### config.mk
export PLATFORM = sky130hd
export DESIGN_NAME = tagger_edge_generator_flat
export DESIGN_NICKNAME = d
export VERILOG_FILES = /design/src/rtl/tagger_edge_generator_if.sv /design/src/rtl/tagger_edge_generator.sv /design/src/flat_wrapper.sv
export SDC_FILE = /design/constraint.sdc
export NUM_CORES = 1
export LEC_CHECK = 0
export CORE_MARGIN = 8
export CORE_UTILIZATION = 45
export CTS_CLUSTER_SIZE = 12
export DETAILED_ROUTE_END_ITERATION = 10
export HOLD_SLACK_MARGIN = 0.08
export MAX_ROUTING_LAYER = met4
export PLACE_DENSITY = 0.66
export RECOVER_POWER = 100
export SYNTH_ARGS = -nofsm -noshare
export SYNTH_HDL_FRONTEND = slang
export SYNTH_SLANG_ARGS = --single-unit
### constraint.sdc
create_clock -name clk -period 10.11 [get_ports clk]
set_input_delay 2.5275 -clock clk [delete_from_list [all_inputs] [get_ports clk]]
set_output_delay 2.5275 -clock clk [all_outputs]
set_load 0.02 [all_outputs]
### src/rtl/tagger_edge_generator_if.sv
// Event handshake bundle for the tagger edge generator: one timestamped
// pulse request (coarse time, sub-cycle sample index, width in samples).
interface tagger_edge_generator_if #(
    parameter int BITS    = 2,
    parameter int TIME_W  = 32,
    parameter int WIDTH_W = 8
);
    logic                 event_valid;
    logic                 event_ready;
    logic [TIME_W-1:0]    event_time;
    logic [BITS-1:0]      event_subtime;
    logic [WIDTH_W-1:0]   event_width;

    modport master (
        output event_valid,
        output event_time,
        output event_subtime,
        output event_width,
        input  event_ready
    );

    modport slave (
        input  event_valid,
        input  event_time,
        input  event_subtime,
        input  event_width,
        output event_ready
    );
endinterface

### src/rtl/tagger_edge_generator.sv
// Tagger edge generator: turns one timestamped event (coarse cycle, sample
// index within the cycle, width in samples) into a registered per-clock
// sample vector whose rising edge lands exactly at that sample position.
// Used as a calibration / loopback pulse source for the tagger inputs.
//
// state | meaning
// ------+-----------------------------------------------------------------
// IDLE  | ready for an event; late events are dropped here with a late pulse
// ARMED | event latched, waiting for cycle time-1 to load the first vector
// HIGH  | pulse spans further vectors; r_rem samples still to emit
module tagger_edge_generator #(
    parameter int BITS    = 2,
    parameter int TIME_W  = 32,
    parameter int WIDTH_W = 8
) (
    input  logic                     clk,
    input  logic                     reset_n,
    tagger_edge_generator_if.slave   ev,
    output logic [(1<<BITS)-1:0]     samples,
    output logic [TIME_W-1:0]        now,
    output logic                     late
);

    localparam int N = 1 << BITS;

    typedef enum logic [1:0] {
        S_IDLE  = 2'd0,
        S_ARMED = 2'd1,
        S_HIGH  = 2'd2
    } state_t;

    state_t               r_state;
    logic [TIME_W-1:0]    r_now;
    logic [TIME_W-1:0]    r_time;
    logic [BITS-1:0]      r_subtime;
    logic [WIDTH_W-1:0]   r_width;
    logic [WIDTH_W:0]     r_rem;
    logic [N-1:0]         r_samples;
    logic                 r_late;

    logic [TIME_W-1:0]    w_diff;
    logic                 w_is_late;
    logic                 w_accept;
    logic                 w_fire;
    logic [WIDTH_W:0]     w_span;
    logic                 w_fits;
    logic [WIDTH_W:0]     w_rem_first;
    logic                 w_rem_gt_n;
    logic [N-1:0]         w_first_vec;
    logic [N-1:0]         w_tail_vec;

    // Wrap-aware lead: anything less than two cycles ahead, or in the
    // "past" half of the counter range, cannot be scheduled in time.
    assign w_diff      = ev.event_time - r_now;
    assign w_is_late   = (w_diff < TIME_W'(2)) || w_diff[TIME_W-1];
    assign w_accept    = (r_state == S_IDLE) && ev.event_valid;

    // The first vector is loaded one cycle early so it is visible in the
    // event cycle itself.
    assign w_fire      = (r_now == (r_time - TIME_W'(1)));

    // Samples available in the first vector from subtime to the end.
    assign w_span      = (WIDTH_W+1)'(N) - (WIDTH_W+1)'(r_subtime);
    assign w_fits      = ({1'b0, r_width} <= w_span);
    assign w_rem_first = {1'b0, r_width} - w_span;
    assign w_rem_gt_n  = (r_rem > (WIDTH_W+1)'(N));

    // Build the first (subtime-aligned) and final (tail) vectors; one mask
    // rule covers width 0, a pulse inside one vector and a spilling pulse.
    always_comb begin
        w_first_vec = '0;
        w_tail_vec  = '0;
        for (int i = 0; i < N; i++) begin
            if ((i >= int'(r_subtime)) && ((i - int'(r_subtime)) < int'(r_width)))
                w_first_vec[i] = 1'b1;
            if (i < int'(r_rem))
                w_tail_vec[i] = 1'b1;
        end
    end

    // Free-running coarse time counter.
    always_ff @(posedge clk or negedge reset_n) begin
        if (!reset_n) begin
            r_now <= '0;
        end else begin
            r_now <= r_now + TIME_W'(1);
        end
    end

    // Event FSM with registered sample vector and late pulse.
    always_ff @(posedge clk or negedge reset_n) begin
        if (!reset_n) begin
            r_state   <= S_IDLE;
            r_time    <= '0;
            r_subtime <= '0;
            r_width   <= '0;
            r_rem     <= '0;
            r_samples <= '0;
            r_late    <= 1'b0;
        end else begin
            r_late <= 1'b0;
            case (r_state)
                S_IDLE: begin
                    r_samples <= '0;
                    if (w_accept) begin
                        if (w_is_late) begin
                            r_late <= 1'b1;
                        end else begin
                            r_time    <= ev.event_time;
                            r_subtime <= ev.event_subtime;
                            r_width   <= ev.event_width;
                            r_state   <= S_ARMED;
                        end
                    end
                end
                S_ARMED: begin
                    r_samples <= '0;
                    if (w_fire) begin
                        r_samples <= w_first_vec;
                        if (w_fits) begin
                            r_state <= S_IDLE;
                        end else begin
                            r_rem   <= w_rem_first;
                            r_state <= S_HIGH;
                        end
                    end
                end
                S_HIGH: begin
                    if (w_rem_gt_n) begin
                        r_samples <= '1;
                        r_rem     <= r_rem - (WIDTH_W+1)'(N);
                    end else begin
                        r_samples <= w_tail_vec;
                        r_state   <= S_IDLE;
                    end
                end
                default: begin
                    r_samples <= '0;
                    r_state   <= S_IDLE;
                end
            endcase
        end
    end

    assign ev.event_ready = (r_state == S_IDLE);
    assign samples        = r_samples;
    assign now            = r_now;
    assign late           = r_late;

endmodule

### src/flat_wrapper.sv
// flat-port wrapper written by rule: the top's interface ports become plain ports
module tagger_edge_generator_flat 
#(
    parameter int BITS    = 2,
    parameter int TIME_W  = 32,
    parameter int WIDTH_W = 8
)
  (clk, reset_n, samples, now, late, ev_event_valid, ev_event_time, ev_event_subtime, ev_event_width, ev_event_ready);
  tagger_edge_generator_if #(.BITS(BITS), .TIME_W(TIME_W), .WIDTH_W(WIDTH_W)) ev_i ();
  input  logic clk;
  input  logic reset_n;
  output logic [(1<<BITS)-1:0] samples;
  output logic [TIME_W-1:0] now;
  output logic late;
  input wire logic [$bits(ev_i.event_valid)-1:0] ev_event_valid;
  input wire logic [$bits(ev_i.event_time)-1:0] ev_event_time;
  input wire logic [$bits(ev_i.event_subtime)-1:0] ev_event_subtime;
  input wire logic [$bits(ev_i.event_width)-1:0] ev_event_width;
  output wire logic [$bits(ev_i.event_ready)-1:0] ev_event_ready;
  assign ev_i.event_valid = ev_event_valid;
  assign ev_i.event_time = ev_event_time;
  assign ev_i.event_subtime = ev_event_subtime;
  assign ev_i.event_width = ev_event_width;
  assign ev_event_ready = ev_i.event_ready;
  tagger_edge_generator #(.BITS(BITS), .TIME_W(TIME_W), .WIDTH_W(WIDTH_W)) u_core (.clk(clk), .reset_n(reset_n), .ev(ev_i), .samples(samples), .now(now), .late(late));
endmodule
==> results of run 1 <==
-- cell families (layout without fill, tap and decap cells) --
family | after synthesis | after routing | share of synthesized area
AND/OR/NAND/NOR | 312 | 312 | 0.203
AO/OA/AOI/OAI | 223 | 223 | 0.180
buffers and inverters | 101 | 169 | 0.0522
flip-flops | 90 | 90 | 0.282
XOR/XNOR | 83 | 83 | 0.0911
adder cells (fa/ha/maj) | 70 | 70 | 0.112
multiplexers | 58 | 58 | 0.0792
-- sequential cells by signal (all words and copies together), names as in the netlist --
register          flops
u_core.samples        4
u_core.r_rem          9
u_core.r_subtime      2
u_core.r_state        2
u_core.r_width        8
u_core.now           32
u_core.r_time        32
u_core.late           1
-- metrics by stage --
stage                util  hold WS [ns]
finish              0.532         0.517
detailed placement  0.517         0.494
floorplan               -         0.464
global route        0.532         0.555
CTS                 0.534         0.511
global placement    0.517         0.483
-- power breakdown --
part	total, uW	switching [uW]	internal, uW	leakage (uW)
clock network	331	155	176	0.000133
registers	637	165	471	0.00113
logic	942	500	442	0.00249
total	1910	820	1090	0.00375
-- cell type report --
class / instances / area (um^2) / area share
multi-input combinational: 746 / 5300 / 0.575
sequential: 90 / 2250 / 0.245
timing repair buffer: 86 / 841 / 0.0913
tap: 225 / 282 / 0.0306
inverter: 67 / 251 / 0.0273
clock buffer: 10 / 239 / 0.0260
clock inverter: 6 / 47.5 / 0.00516
-- layer usage --
| layer | wire [um] | share of wire |
|---|---|---|
| met5 | 0 | 0 |
| met4 | 375 | 0.016 |
| met3 | 1140 | 0.048 |
| met2 | 11400 | 0.48 |
| met1 | 10800 | 0.46 |
-- Yosys cell counts (3+ instances only) --
cell       count
and2_1         5
mux2_2        41
a41oi_1        3
nor2b_1       12
or2_2          5
and3_1         7
mux2i_1       17
a22oi_1        3
a2111oi_0      7
a21oi_1       61
nand2_1       71
inv_1         67
a211oi_1       7
nand4b_1       4
or3_1         14
o22ai_1        5
o211ai_1       8
o31ai_1       12
o21ai_0       50
buf_2          6
o41ai_1        3
a21o_1        10
nand2b_1      16
nand4_1       21
nor4_1        14
xnor2_1       61
ha_1          68
dfrtp_1       90
a31oi_1        7
nor3_1        30
nand3b_1       3
o2111ai_1      4
nor2_1        58
nand3_1       28
o21a_1         9
clkbuf_1      21
a21boi_1       3
o21bai_1       8
and4_1         3
xor2_1        22
a22o_1         4
or4_1          9
-- final timing paths --
| check | slack [ns] | depth (start not counted) | end | from |
|---|---|---|---|---|
| max | 1.82 | 14 | u_core.r_subtime[0] | ev_event_time[2] |
| min | 0.52 | 1 | u_core.r_rem[7] | u_core.r_rem[7] |
| max reg2reg | 3.97 | 14 | u_core.r_subtime[0] | u_core.now[2] |
| min reg2reg | 0.52 | 1 | u_core.r_rem[7] | u_core.r_rem[7] |
| max in group asynchronous | 3.65 | 2 | u_core.r_rem[3] | reset_n |
| min in group asynchronous | 2.58 | 1 | u_core.now[15] | reset_n |
==> out/metrics.cfg, run 1 <==
[outcome]
status=finished with violations
violations=max-capacitance violations, max-slew violations

[clocking]
cts_setup_buffers=0
cts-root-buf=clkbuf_16
clock_sinks=90
postCtsHoldBufs=0
cts_buffers=9
clockBufferDepth=2
cts_resized=0
cts-htree-levels=3
cts_tree=done
worstSkewPairLatency_ns=0.36
path_clk_slew_ns=0.07

[worst_setup_path]
critPathMostFrequentCell=a21oi_1
crit_chain=dlygate4sd3_1 > ha_1 > nand2_1 > o21ai_0 > a21oi_1 > or3_1 > a21oi_1 > nor4b_1 > a2111oi_0 > nand4_1 > nor4_1 > nor3b_1 > buf_4 > mux2_2
cp_slowest_cell=nor3b_1
crit_type=in2reg
critPathCaptureType=register
crit_family=simple AND/OR/NAND/NOR gates
critPathBufInv=2
cp_max_fo=29
critPathRequiredTime_ns=10.35
max_stage_delay_ns=1.70
critPathArrivalTime_ns=8.53
startpoint_type=input port

[timing]
finalCriticalPeriod_ns=8.29
finalSetupViolCount=0
max_slew.worst_pin.slew_ns=3.33
period_share=0.820
worst_slew_margin_rel=-1.22
timing.final.ws_setup_ns=1.82
finalHoldViolCount=0
maxSlewViolCount=108
rsz0062_at_grt=no
tns_ns=0
clock_skew_ns=0.0106
max_clock_freq_mhz=121

[synthesis]
syn_area_um2=7980
synth_edf_count=0
ys_ff_latch=90
ys_seq_area_frac=0.282
synth_area_per_cell_um2=8.51
ys_top_cells_by_area=dfrtp_1 28%, ha_1 11%, xnor2_1 6.7%
syn_inst=937
synth_flop_cell=dfrtp_1
synth_cell_types=69
yosysTopAreaCellShare=0.282
yosys.area.top_type=dfrtp_1
async_flop_share=1.00
syn-num-nets=1052
yosys_warnings=0

[detailed_routing]
ant_nets=0
firstDrtPassIters=5
routedWlPerCell_um=19.2
wirelength_um=23700
drt_iter0_drc=491
vias_per_cell=5.83
dr_total_vias=7170
drc=0

[final_layout]
layout_commonest_cell=dfrtp_1
area_growth_pct=15.4
layout_common_cells=90 x dfrtp_1, 71 x nand2_1, 68 x ha_1
antenna_cells=0
finalNonFillerCells=1230
fillCellCount=1668
fin_nets=1115
finalInstanceArea_um2=9210
drive_above_1_share=0.0697

[floorplan]
initial_utilization=0.461
rows=48
design.die.area_um2=22200
die_w_um=149
pin_count=83
die_h_um=149
core_um2=17300

[global_routing]
grt_pass1_wl_um=37900
grtUsageMet2=0.363
grt_use_total=0.220
antenna_found_initial=0
grt_max_degree=62
grt_pass1_vias=7068
overflow=0
use_met3=0.0294
top_usage_layer=met2
grt.met1_usage=0.279

[place]
placed_area_um2=8950
hpwl_um=19000
portBuffers=82
dp_cells=1214
gp_congestion=0.992
preCtsSetupSlack_ns=2.56

[power_and_ir_drop]
fin_total_pwr_uw=1910
peakVddDrop_uv=115
p_per_area_nw_per_um2=207
power_leakage_uw=0.00375

[job]
cap_viol_max_count=3

[hold_path]
hp-class=reg2reg

Power figures use the tool's default switching activity.
==> inputs of run 2 (changes only) <==
==> constraint.sdc (replaced) <==
create_clock -name clk -period 8.11 [get_ports clk]
set_input_delay 2.0275 -clock clk [delete_from_list [all_inputs] [get_ports clk]]
set_output_delay 2.0275 -clock clk [all_outputs]
set_load 0.02 [all_outputs]
==> run 2 against run 1 <==
Net effect:
- the flow still finishes with violations (max-capacitance violations, max-slew violations)
- clock skew is 0.00089 ns higher
- sequential power is 26% higher
- global-route usage rose by 0.056 points
- clock power increased by 30%
- power is 26% higher
- largest cell class unchanged
- largest power group unchanged
==> out/metrics.cfg, run 2 (synthesis gave the netlist of run 1 again) <==
[worst_setup_path]
timing.rr.start=u_core.now[8]  ; was u_core.now[2]
r2r_end=u_core.r_time[18]  ; was u_core.r_subtime[0]
critPathArrivalTime_ns=7.17  ; was 8.53 ns
startpoint_type=input port  ; unchanged
critPathCaptureType=register  ; unchanged
max_stage_delay_ns=0.95  ; was 1.70 ns
crit_family=simple AND/OR/NAND/NOR gates  ; unchanged
crit_chain=dlygate4sd3_1 > ha_1 > a21o_1 > a21boi_0 > o22ai_1 > nor3_1 > a21oi_1 > nor4b_1 > a2111oi_0 > nand4_1 > nor4_1 > nor3b_2 > clkbuf_2 > mux2_2  ; was dlygate4sd3_1 > ha_1 > nand2_1 > o21ai_0 > a21oi_1 > or3_1 > a21oi_1 > nor4b_1 > a2111oi_0 > nand4_1 > nor4_1 > nor3b_1 > buf_4 > mux2_2
worstRegToRegCells=14  ; unchanged
cp_max_fo=26  ; was 29
critPathBufInv=2  ; unchanged
cp_slowest_cell=nor4_1  ; was nor3b_1
crit_type=in2reg  ; unchanged
reg2reg_setup_slack_ns=2.86  ; was 3.97 ns
critPathRequiredTime_ns=8.35  ; was 10.35 ns

[place]
dp_cells=1215  ; was 1214
portBuffers=82  ; unchanged
gp_congestion=0.977  ; was 0.992
hpwl_um=19000  ; about the same

[detailed_routing]
vias_per_cell=5.94  ; was 5.83
firstDrtPassIters=5  ; unchanged
routedWlPerCell_um=19.3  ; was 19.2 um
drt_iter0_drc=557  ; was 491
drc=0  ; unchanged
wirelength_um=23800  ; was 23700 um
ant_nets=0  ; unchanged
dr_total_vias=7318  ; was 7170

[global_routing]
antenna_found_initial=0  ; unchanged
grt_use_total=0.220  ; about the same
grt_pass1_vias=7047  ; was 7068
grt_max_degree=67  ; was 62
overflow=0  ; unchanged
grt_pass1_wl_um=37800  ; was 37900 um

[final_layout]
finalNonFillerCells=1231  ; was 1230
antenna_cells=0  ; unchanged
fillCellCount=1657  ; was 1668
drive_above_1_share=0.0686  ; was 0.0697
layout_commonest_cell=dfrtp_1  ; unchanged
area_growth_pct=15.6  ; was 15.4%
fin_nets=1116  ; was 1115
layout_common_cells=90 x dfrtp_1, 71 x nand2_1, 68 x ha_1  ; unchanged

[clocking]
path_clk_slew_ns=0.07  ; about the same
postCtsHoldBufs=0  ; unchanged
worstSkewPairLatency_ns=0.36  ; about the same
cts_resized=0  ; unchanged
cts-htree-levels=3  ; unchanged
cts_tree=done  ; unchanged
clock_sinks=90  ; unchanged
clockBufferDepth=2  ; unchanged
cts-root-buf=clkbuf_16  ; unchanged
cts_buffers=9  ; unchanged
cts_setup_buffers=0  ; unchanged

[timing]
worst_slew_margin_rel=-1.41  ; was -1.22
finalCriticalPeriod_ns=6.93
finalSetupViolCount=0  ; unchanged
max_slew.worst_pin.slew_ns=3.61  ; was 3.33 ns
maxSlewViolCount=67  ; was 108
clock_skew_ns=0.0115  ; was 0.0106 ns
period_share=0.854
finalHoldViolCount=0  ; unchanged
hold_ws_ns=0.496  ; was 0.517 ns
tns_ns=0  ; unchanged
rsz0062_at_grt=no  ; unchanged
max_clock_freq_mhz=144

[job]
cap_viol_max_count=1  ; was 3

[outcome]
violations=max-capacitance violations, max-slew violations  ; unchanged
status=finished with violations  ; unchanged

[floorplan]
rows=48  ; unchanged
initial_utilization=0.461  ; unchanged
die_w_um=149  ; unchanged
design.die.area_um2=22200  ; unchanged
die_h_um=149  ; unchanged
pin_count=83  ; unchanged
core_um2=17300  ; unchanged

[power_and_ir_drop]
peakVddDrop_uv=142  ; was 115 uV
power_leakage_uw=0.00377  ; was 0.00375 uW
fin_total_pwr_uw=2410  ; was 1910 uW
p_per_area_nw_per_um2=261  ; was 207 nW/um^2

[hold_path]
hold_depth=1  ; unchanged
hold_start=u_core.r_rem[7]  ; unchanged
hp-class=reg2reg  ; unchanged
whs_endpoint=u_core.r_rem[7]  ; unchanged

## run 2: how the worst max path moves through the flow
stage                startpoint                  end  slack [ns]  depth (start not counted)
2_1_floorplan  ev_event_time[8]  u_core.r_subtime[1]        2.91                         14
3_3_place_gp   ev_event_time[9]    u_core.r_time[23]        1.86                         14
3_5_place_dp   ev_event_time[8]     u_core.r_time[9]        1.71                         14
4_1_cts        ev_event_time[8]    u_core.r_time[18]        2.08                         14
5_1_grt        ev_event_time[8]    u_core.r_time[18]        0.90                         14
6_report       ev_event_time[8]    u_core.r_time[18]        1.18                         14
## run 2: per-layer routing
layer	part of all wire	global-route usage	vias to the layer above
met1	0.45	0.280	3511
met4	0.018	0.0692	0
met3	0.050	0.0243	32
met5	0	-	-
met2	0.48	0.360	254
li1	-	-	3521
## run 2: where the power goes
part	internal, uW	switching, uW
clock network	242	189
logic	552	626
registers	588	214
## run 2: layout make-up
type / count / area [um^2] / area share
Clock buffer: 11 / 233 / 0.0252
Clock inverter: 5 / 61.3 / 0.00665
Inverter: 67 / 251 / 0.0273
Multi-Input combinational cell: 746 / 5300 / 0.575
Sequential cell: 90 / 2250 / 0.244
Tap cell: 225 / 282 / 0.0305
Timing Repair Buffer: 87 / 842 / 0.0913
## run 2: worst reg2reg max path: stages, from the launching register on
cell	delay [ns]
dfrtp_1	0.39
inv_1	0.20
ha_1	0.37
a21o_1	0.22
a21boi_0	0.54
o22ai_1	0.14
nor3_1	0.29
a21oi_1	0.17
nor4b_1	0.17
a2111oi_0	0.44
nand4_1	0.15
nor4_1	0.95
nor3b_2	0.13
clkbuf_2	0.51
mux2_2	0.45
## run 2: per-stage QoR
step,worst slack (ns),instance area (um^2),utilization
after CTS,2.08,9250,0.535
after global routing,0.899,9220,0.533
after global placement,1.86,8950,0.518
final,1.18,9220,0.533
after floorplan,2.91,7980,-
after detailed placement,1.71,8950,0.518
